==> src/rtl/clock_reset_seq.sv <==
`default_nettype none
// ============================================================================
//  Module   : clock_reset_seq
//  Brief    : NUM_CH-channel clock-domain reset sequencer. Per channel it
//             holds the PLL in reset, waits for lock (with timeout), requires
//             a stable-lock settle period, then releases the domain reset.
//             Runtime lock loss restarts the channel and is counted.
//  Revision : 1.0  initial release
// ============================================================================
module clock_reset_seq #(
    parameter int NUM_CH         = 2,
    parameter int PLL_RST_CYCLES = 16,
    parameter int LOCK_TIMEOUT   = 65535,
    parameter int SETTLE_CYCLES  = 256,
    parameter int CNT_W          = 17
) (
    input  logic                  clk,
    input  logic                  reset,
    input  logic                  sys_reset,
    input  logic [NUM_CH-1:0]     ch_enable,
    input  logic                  clear_status,
    input  logic [NUM_CH-1:0]     pll_locked_async,
    output logic [NUM_CH-1:0]     pll_reset,
    output logic [NUM_CH-1:0]     domain_reset,
    output logic [NUM_CH-1:0]     ch_ready,
    output logic [NUM_CH-1:0]     ch_timeout,
    output logic [8*NUM_CH-1:0]   lock_loss_count,
    output logic                  all_ready
);

    // Terminal timer values: each state's exit fires when the timer holds N-1.
    localparam logic [CNT_W-1:0] c_pll_rst_last = CNT_W'(PLL_RST_CYCLES - 1);
    localparam logic [CNT_W-1:0] c_timeout_last = CNT_W'(LOCK_TIMEOUT - 1);
    localparam logic [CNT_W-1:0] c_settle_last  = CNT_W'(SETTLE_CYCLES - 1);
    localparam logic [CNT_W-1:0] c_timer_one    = CNT_W'(1);

    typedef enum logic [2:0] {
        ST_DISABLED  = 3'd0,
        ST_PLL_RST   = 3'd1,
        ST_WAIT_LOCK = 3'd2,
        ST_SETTLE    = 3'd3,
        ST_RUN       = 3'd4,
        ST_FAULT     = 3'd5
    } state_t;

    logic [NUM_CH-1:0] w_ch_ready;
    logic              r_all_ready;

    for (genvar i = 0; i < NUM_CH; i++) begin : g_ch
        logic             r_sync1;
        logic             r_lock_s;
        state_t           r_state;
        state_t           w_state_nxt;
        logic [CNT_W-1:0] r_timer;
        logic [CNT_W-1:0] w_timer_nxt;
        logic             w_override;
        logic             w_loss_evt;
        logic             w_fault_evt;
        logic             r_pll_reset;
        logic             r_domain_reset;
        logic             r_ch_ready;
        logic             r_ch_timeout;
        logic [7:0]       r_loss_cnt;

        // Restart/disable request wins over every other transition.
        assign w_override = sys_reset | ~ch_enable[i];

        // Two-flop synchroniser bringing raw PLL LOCKED into the clk domain.
        always_ff @(posedge clk or posedge reset) begin
            if (reset) begin
                r_sync1  <= 1'b0;
                r_lock_s <= 1'b0;
            end else begin
                r_sync1  <= pll_locked_async[i];
                r_lock_s <= r_sync1;
            end
        end

        // Channel state and shared per-state timer.
        always_ff @(posedge clk or posedge reset) begin
            if (reset) begin
                r_state <= ST_DISABLED;
                r_timer <= '0;
            end else begin
                r_state <= w_state_nxt;
                r_timer <= w_timer_nxt;
            end
        end

        // Next-state logic; the timer is cleared on every state change.
        always_comb begin
            w_state_nxt = r_state;
            w_timer_nxt = r_timer;
            w_loss_evt  = 1'b0;
            w_fault_evt = 1'b0;
            if (w_override) begin
                w_state_nxt = ST_DISABLED;
                w_timer_nxt = '0;
            end else begin
                case (r_state)
                    ST_DISABLED: begin
                        w_state_nxt = ST_PLL_RST;
                        w_timer_nxt = '0;
                    end
                    ST_PLL_RST: begin
                        if (r_timer == c_pll_rst_last) begin
                            w_state_nxt = ST_WAIT_LOCK;
                            w_timer_nxt = '0;
                        end else begin
                            w_timer_nxt = r_timer + c_timer_one;
                        end
                    end
                    ST_WAIT_LOCK: begin
                        if (r_lock_s) begin
                            w_state_nxt = ST_SETTLE;
                            w_timer_nxt = '0;
                        end else if (r_timer == c_timeout_last) begin
                            w_state_nxt = ST_FAULT;
                            w_timer_nxt = '0;
                            w_fault_evt = 1'b1;
                        end else begin
                            w_timer_nxt = r_timer + c_timer_one;
                        end
                    end
                    ST_SETTLE: begin
                        // A single unlocked cycle restarts the whole lock wait.
                        if (!r_lock_s) begin
                            w_state_nxt = ST_WAIT_LOCK;
                            w_timer_nxt = '0;
                        end else if (r_timer == c_settle_last) begin
                            w_state_nxt = ST_RUN;
                            w_timer_nxt = '0;
                        end else begin
                            w_timer_nxt = r_timer + c_timer_one;
                        end
                    end
                    ST_RUN: begin
                        if (!r_lock_s) begin
                            w_state_nxt = ST_PLL_RST;
                            w_timer_nxt = '0;
                            w_loss_evt  = 1'b1;
                        end
                    end
                    ST_FAULT: begin
                        w_state_nxt = ST_FAULT;
                    end
                    default: begin
                        w_state_nxt = ST_DISABLED;
                        w_timer_nxt = '0;
                    end
                endcase
            end
        end

        // Registered outputs decoded from the current state (one cycle behind it).
        always_ff @(posedge clk or posedge reset) begin
            if (reset) begin
                r_pll_reset    <= 1'b1;
                r_domain_reset <= 1'b1;
                r_ch_ready     <= 1'b0;
            end else begin
                r_pll_reset    <= !((r_state == ST_WAIT_LOCK) ||
                                    (r_state == ST_SETTLE)    ||
                                    (r_state == ST_RUN));
                r_domain_reset <= (r_state != ST_RUN);
                r_ch_ready     <= (r_state == ST_RUN);
            end
        end

        // Sticky timeout flag; FAULT entry beats a simultaneous clear.
        always_ff @(posedge clk or posedge reset) begin
            if (reset) begin
                r_ch_timeout <= 1'b0;
            end else if (w_fault_evt) begin
                r_ch_timeout <= 1'b1;
            end else if (clear_status) begin
                r_ch_timeout <= 1'b0;
            end
        end

        // Saturating lock-loss counter; clear with a coincident loss leaves 1.
        always_ff @(posedge clk or posedge reset) begin
            if (reset) begin
                r_loss_cnt <= 8'd0;
            end else if (clear_status) begin
                r_loss_cnt <= w_loss_evt ? 8'd1 : 8'd0;
            end else if (w_loss_evt && (r_loss_cnt != 8'hFF)) begin
                r_loss_cnt <= r_loss_cnt + 8'd1;
            end
        end

        assign pll_reset[i]              = r_pll_reset;
        assign domain_reset[i]           = r_domain_reset;
        assign ch_ready[i]               = r_ch_ready;
        assign w_ch_ready[i]             = r_ch_ready;
        assign ch_timeout[i]             = r_ch_timeout;
        assign lock_loss_count[8*i +: 8] = r_loss_cnt;
    end

    // Aggregate ready: some channel enabled and every enabled channel in RUN.
    always_ff @(posedge clk or posedge reset) begin
        if (reset) begin
            r_all_ready <= 1'b0;
        end else begin
            r_all_ready <= (|ch_enable) && (&(w_ch_ready | ~ch_enable));
        end
    end

    assign all_ready = r_all_ready;

endmodule
`default_nettype wire

==> config.mk <==
export PLATFORM = sky130hd
export DESIGN_NAME = clock_reset_seq
export DESIGN_NICKNAME = d
export VERILOG_FILES = /design/src/rtl/clock_reset_seq.sv
export SDC_FILE = /design/constraint.sdc
export NUM_CORES = 1
export LEC_CHECK = 0
export CAP_MARGIN = 0
export CORE_MARGIN = 1.5
export CORE_UTILIZATION = 58
export DETAILED_ROUTE_END_ITERATION = 7
export HOLD_SLACK_MARGIN = 0.08
export PLACE_DENSITY = 0.76
export SYNTH_ARGS = -nofsm -noshare
export SYNTH_HDL_FRONTEND = slang
export SYNTH_SLANG_ARGS = --single-unit
==> constraint.sdc <==
create_clock -name clk -period 3.2 [get_ports clk]
set_clock_uncertainty 0.1 [all_clocks]
set_input_delay 0.64 -clock clk [delete_from_list [all_inputs] [get_ports clk]]
set_output_delay 0.64 -clock clk [all_outputs]
set_load 0.02 [all_outputs]
==> out/results.txt <==
Post-CTS Hold Buffers -> 0
post-DR wirelength/cell -> 14.70 µm
largest net degree at the start of global routing -> 70
Max Fclk -> 0.3909 GHz
xor and xnor area share after synthesis -> 5.593%
vias in the first global route -> 2873
Tmin final -> 2.558 ns
Synth Flop Type -> dfrtp_1
Port Buf Inserts -> 32
worst skew pair latency -> 0.34 ns
vias per cell -> 5.875
yosys warns -> 0
kind of critical path -> in -> reg
Detail Route Antenna Nets -> 0
Clock Pin Slew Worst Setup and Hold Paths -> 0.08 ns
Mean Syn Cell Area -> 9.350 µm²
Routed WL -> 7510 µm
setup violators final -> 0
total negative slack -> 0 ns
synthesized flop and latch total -> 69
Worst path top cell family by delay -> simple AND/OR/NAND/NOR gates
pre-CTS setup slack -> 0.2716 ns
Post-synth EDFFs -> 0
CTS sink cnt -> 69
register area share after synthesis -> 46.07%
Die Width -> 83.50 µm
category of the worst setup path launch point -> primary input
Netlist cell types -> 61
leakage power -> 0.001731 µW
Clk pwr share -> 47.4%
internal power -> 1431 µW
fin area -> 4329 µm²
pwr dens -> 424.8 nW/µm²
CP max-delay cell -> or3_1
Net Switching -> 408.1 µW
worst-case clock buffer depth -> 2
Tightest Pin Transition -> 0.6968 ns
Clock Tree Root -> clkbuf_8
RSZ-0062 raised after global routing -> no
worst setup margin -> 0.6416 ns
mux share of post-synthesis cell area -> 1.065%
Comb pwr share -> 4.2%
TritonCTS clock tree -> built
# Max-Cap Violations -> 0
total die area -> 6972 µm²
Mapped Cells -> 402
chip height -> 83.50 µm
Syn-to-layout area delta -> 15.18%
power share of the sequential group -> 48.4%
Vias -> 3002
largest family of logic cells by synthesized area -> simple AND/OR/NAND/NOR gates
most frequent cells in the layout -> dfrtp_1 (65), nor2_1 (49), nand2_1 (38)
TritonCTS Buffers -> 9
Tcrit/Tclk final -> 79.95%
total track usage -> 23.15%
Placed Area -> 4085 µm²
first-pass GRT wire length -> 13220 µm
RD Place Congestion -> 0.8598
simple-gate share of the synthesized area -> 26.36%
Crit path arrival time -> 2.72 ns
Slew Limit Fails -> 0
commonest non-fill, non-tap cell in the layout -> dfrtp_1
HP Class -> reg -> reg
DPL Wire Length -> 5147 µm
Initial Util -> 59.53%
fraction of layout instances using a drive strength above 1 -> 8.986%
gr ovfl total -> 0
Post-Syn Area -> 3759 µm²
initial drt markers -> 246
Synth Area in Compound Gates -> 13.58%
CP max FO -> 19
Sw Ratio -> 22.19%
Post-synth ARST share -> 100.0%
Max VDD drop -> 269.0 µV
Post-CTS Setup Inserts -> 0
core area -> 6314 µm²
Worst Path Buf+Inv -> 1
drt pass-1 iters -> 4
Cell Rows -> 29
status -> complete, no violations
H-tree depth -> 3
Adder-Cell Fraction of Synth Area -> 1.997%
CP required -> 3.37 ns
DRC viols -> 0
Fin. Hold Viols -> 0
worst-path cell chain -> clkdlybuf4s50_1 -> nand2b_1 -> or3_1 -> a31oi_4 -> or2b_1 -> a31oi_1
CP max stage delay -> 0.48 ns
# diodes -> 0
Rel. slew slack -> 53.40%
cts repair resizes -> 0
fin nets -> 443
Post-Syn Nets -> 416
initial antenna violation count -> 0
Worst Setup End Kind -> flop
I/O pin cnt -> 33
cells in the mapped netlist, drive strengths merged, types with 5 or more instances:
| cell type | n | area, µm² |
|---|---|---|
| ha | 6 | 75.07 |
| xnor2 | 10 | 87.58 |
| dfrtp | 65 | 1627 |
| nand3 | 22 | 110.1 |
| nand2 | 39 | 153.9 |
| buf | 16 | 121.4 |
| inv | 16 | 60.06 |
| a21oi | 18 | 90.09 |
| clkbuf | 5 | 18.77 |
| nand2b | 6 | 37.54 |
| nor3b | 5 | 48.80 |
| nor3 | 15 | 85.08 |
| or3 | 7 | 43.79 |
| xor2 | 14 | 122.6 |
| nor2 | 49 | 183.9 |
| a31oi | 9 | 71.32 |
| o21ai | 21 | 105.1 |
| nand4 | 14 | 87.58 |
final cells by class:
class / count / area, µm²
Fill cell: 498 / 1984
Clock inverter: 7 / 120.1
Timing Repair Buffer: 37 / 370.4
Multi-Input combinational cell: 296 / 1827
Sequential cell: 69 / 1732
Clock buffer: 9 / 123.9
Inverter: 16 / 60.06
Tap cell: 77 / 96.34
path summary, 6_finish.rpt:
kind	from	end	slack, ns	cells after the start
setup / recovery	sys_reset	g_ch[0].r_timer[2]	0.64	6
hold / removal	g_ch[1].r_sync1	g_ch[1].r_lock_s	0.26	0
setup reg to reg	g_ch[1].r_timer[0]	g_ch[1].r_timer[13]	0.71	8
hold reg to reg	g_ch[1].r_sync1	g_ch[1].r_lock_s	0.26	0
max in group asynchronous	reset	g_ch[1].r_domain_reset	2.07	3
min in group asynchronous	reset	g_ch[0].r_loss_cnt[6]	0.58	3
per-stage QoR:
step / util [%] / hold WS (ns) / power, µW / std cells
6_report: 68.57 / 0.2574 / 1839 / 511
5_1_grt: 68.57 / 0.2681 / 1899 / 511
4_1_cts: 68.57 / 0.2608 / 1856 / 511
3_5_place_dp: 64.70 / 0.2394 / 985.7 / 495
3_3_place_gp: 64.70 / 0.2341 / 984.0 / 495
2_1_floorplan: - / 0.2312 / 959.6 / 402
registers in the layout, indices dropped and copies added (netlist names):
name,cells
g_ch.r_domain_reset,2
g_ch.r_ch_timeout,2
g_ch.r_loss_cnt,16
g_ch.r_lock_s,2
all_ready,1
g_ch.r_pll_reset,2
g_ch.r_ch_ready,2
g_ch.r_sync1,2
g_ch.r_state,6
g_ch.r_timer,34
routing by layer:
layer	vias to the layer above	routed length (µm)	global-route usage, %
li1	1478	-	-
met5	-	0	0
met2	75	3585	36.73
met1	1442	3566	32.24
met3	7	273	3.561
met4	0	85	9.240
power by group through the flow:
stage | logic, µW | registers (µW) | clock network (µW)
2_1_floorplan | 58.0 | 902 | 0
3_3_place_gp | 77.0 | 907 | 0
3_5_place_dp | 78.5 | 907 | 0
4_1_cts | 79.3 | 890 | 887
5_1_grt | 87.2 | 892 | 920
6_report | 77.6 | 890 | 871
kinds of logic after synthesis:
kind of cell | after synthesis
muxes | 4
xor gates and xnor gates | 24
buffers and inverters | 37
adders and majority gates | 6
DFF | 69
and+or+nand+nor | 188
AOI/OAI and AO/OA | 74
(Power assumes the default switching activity.)
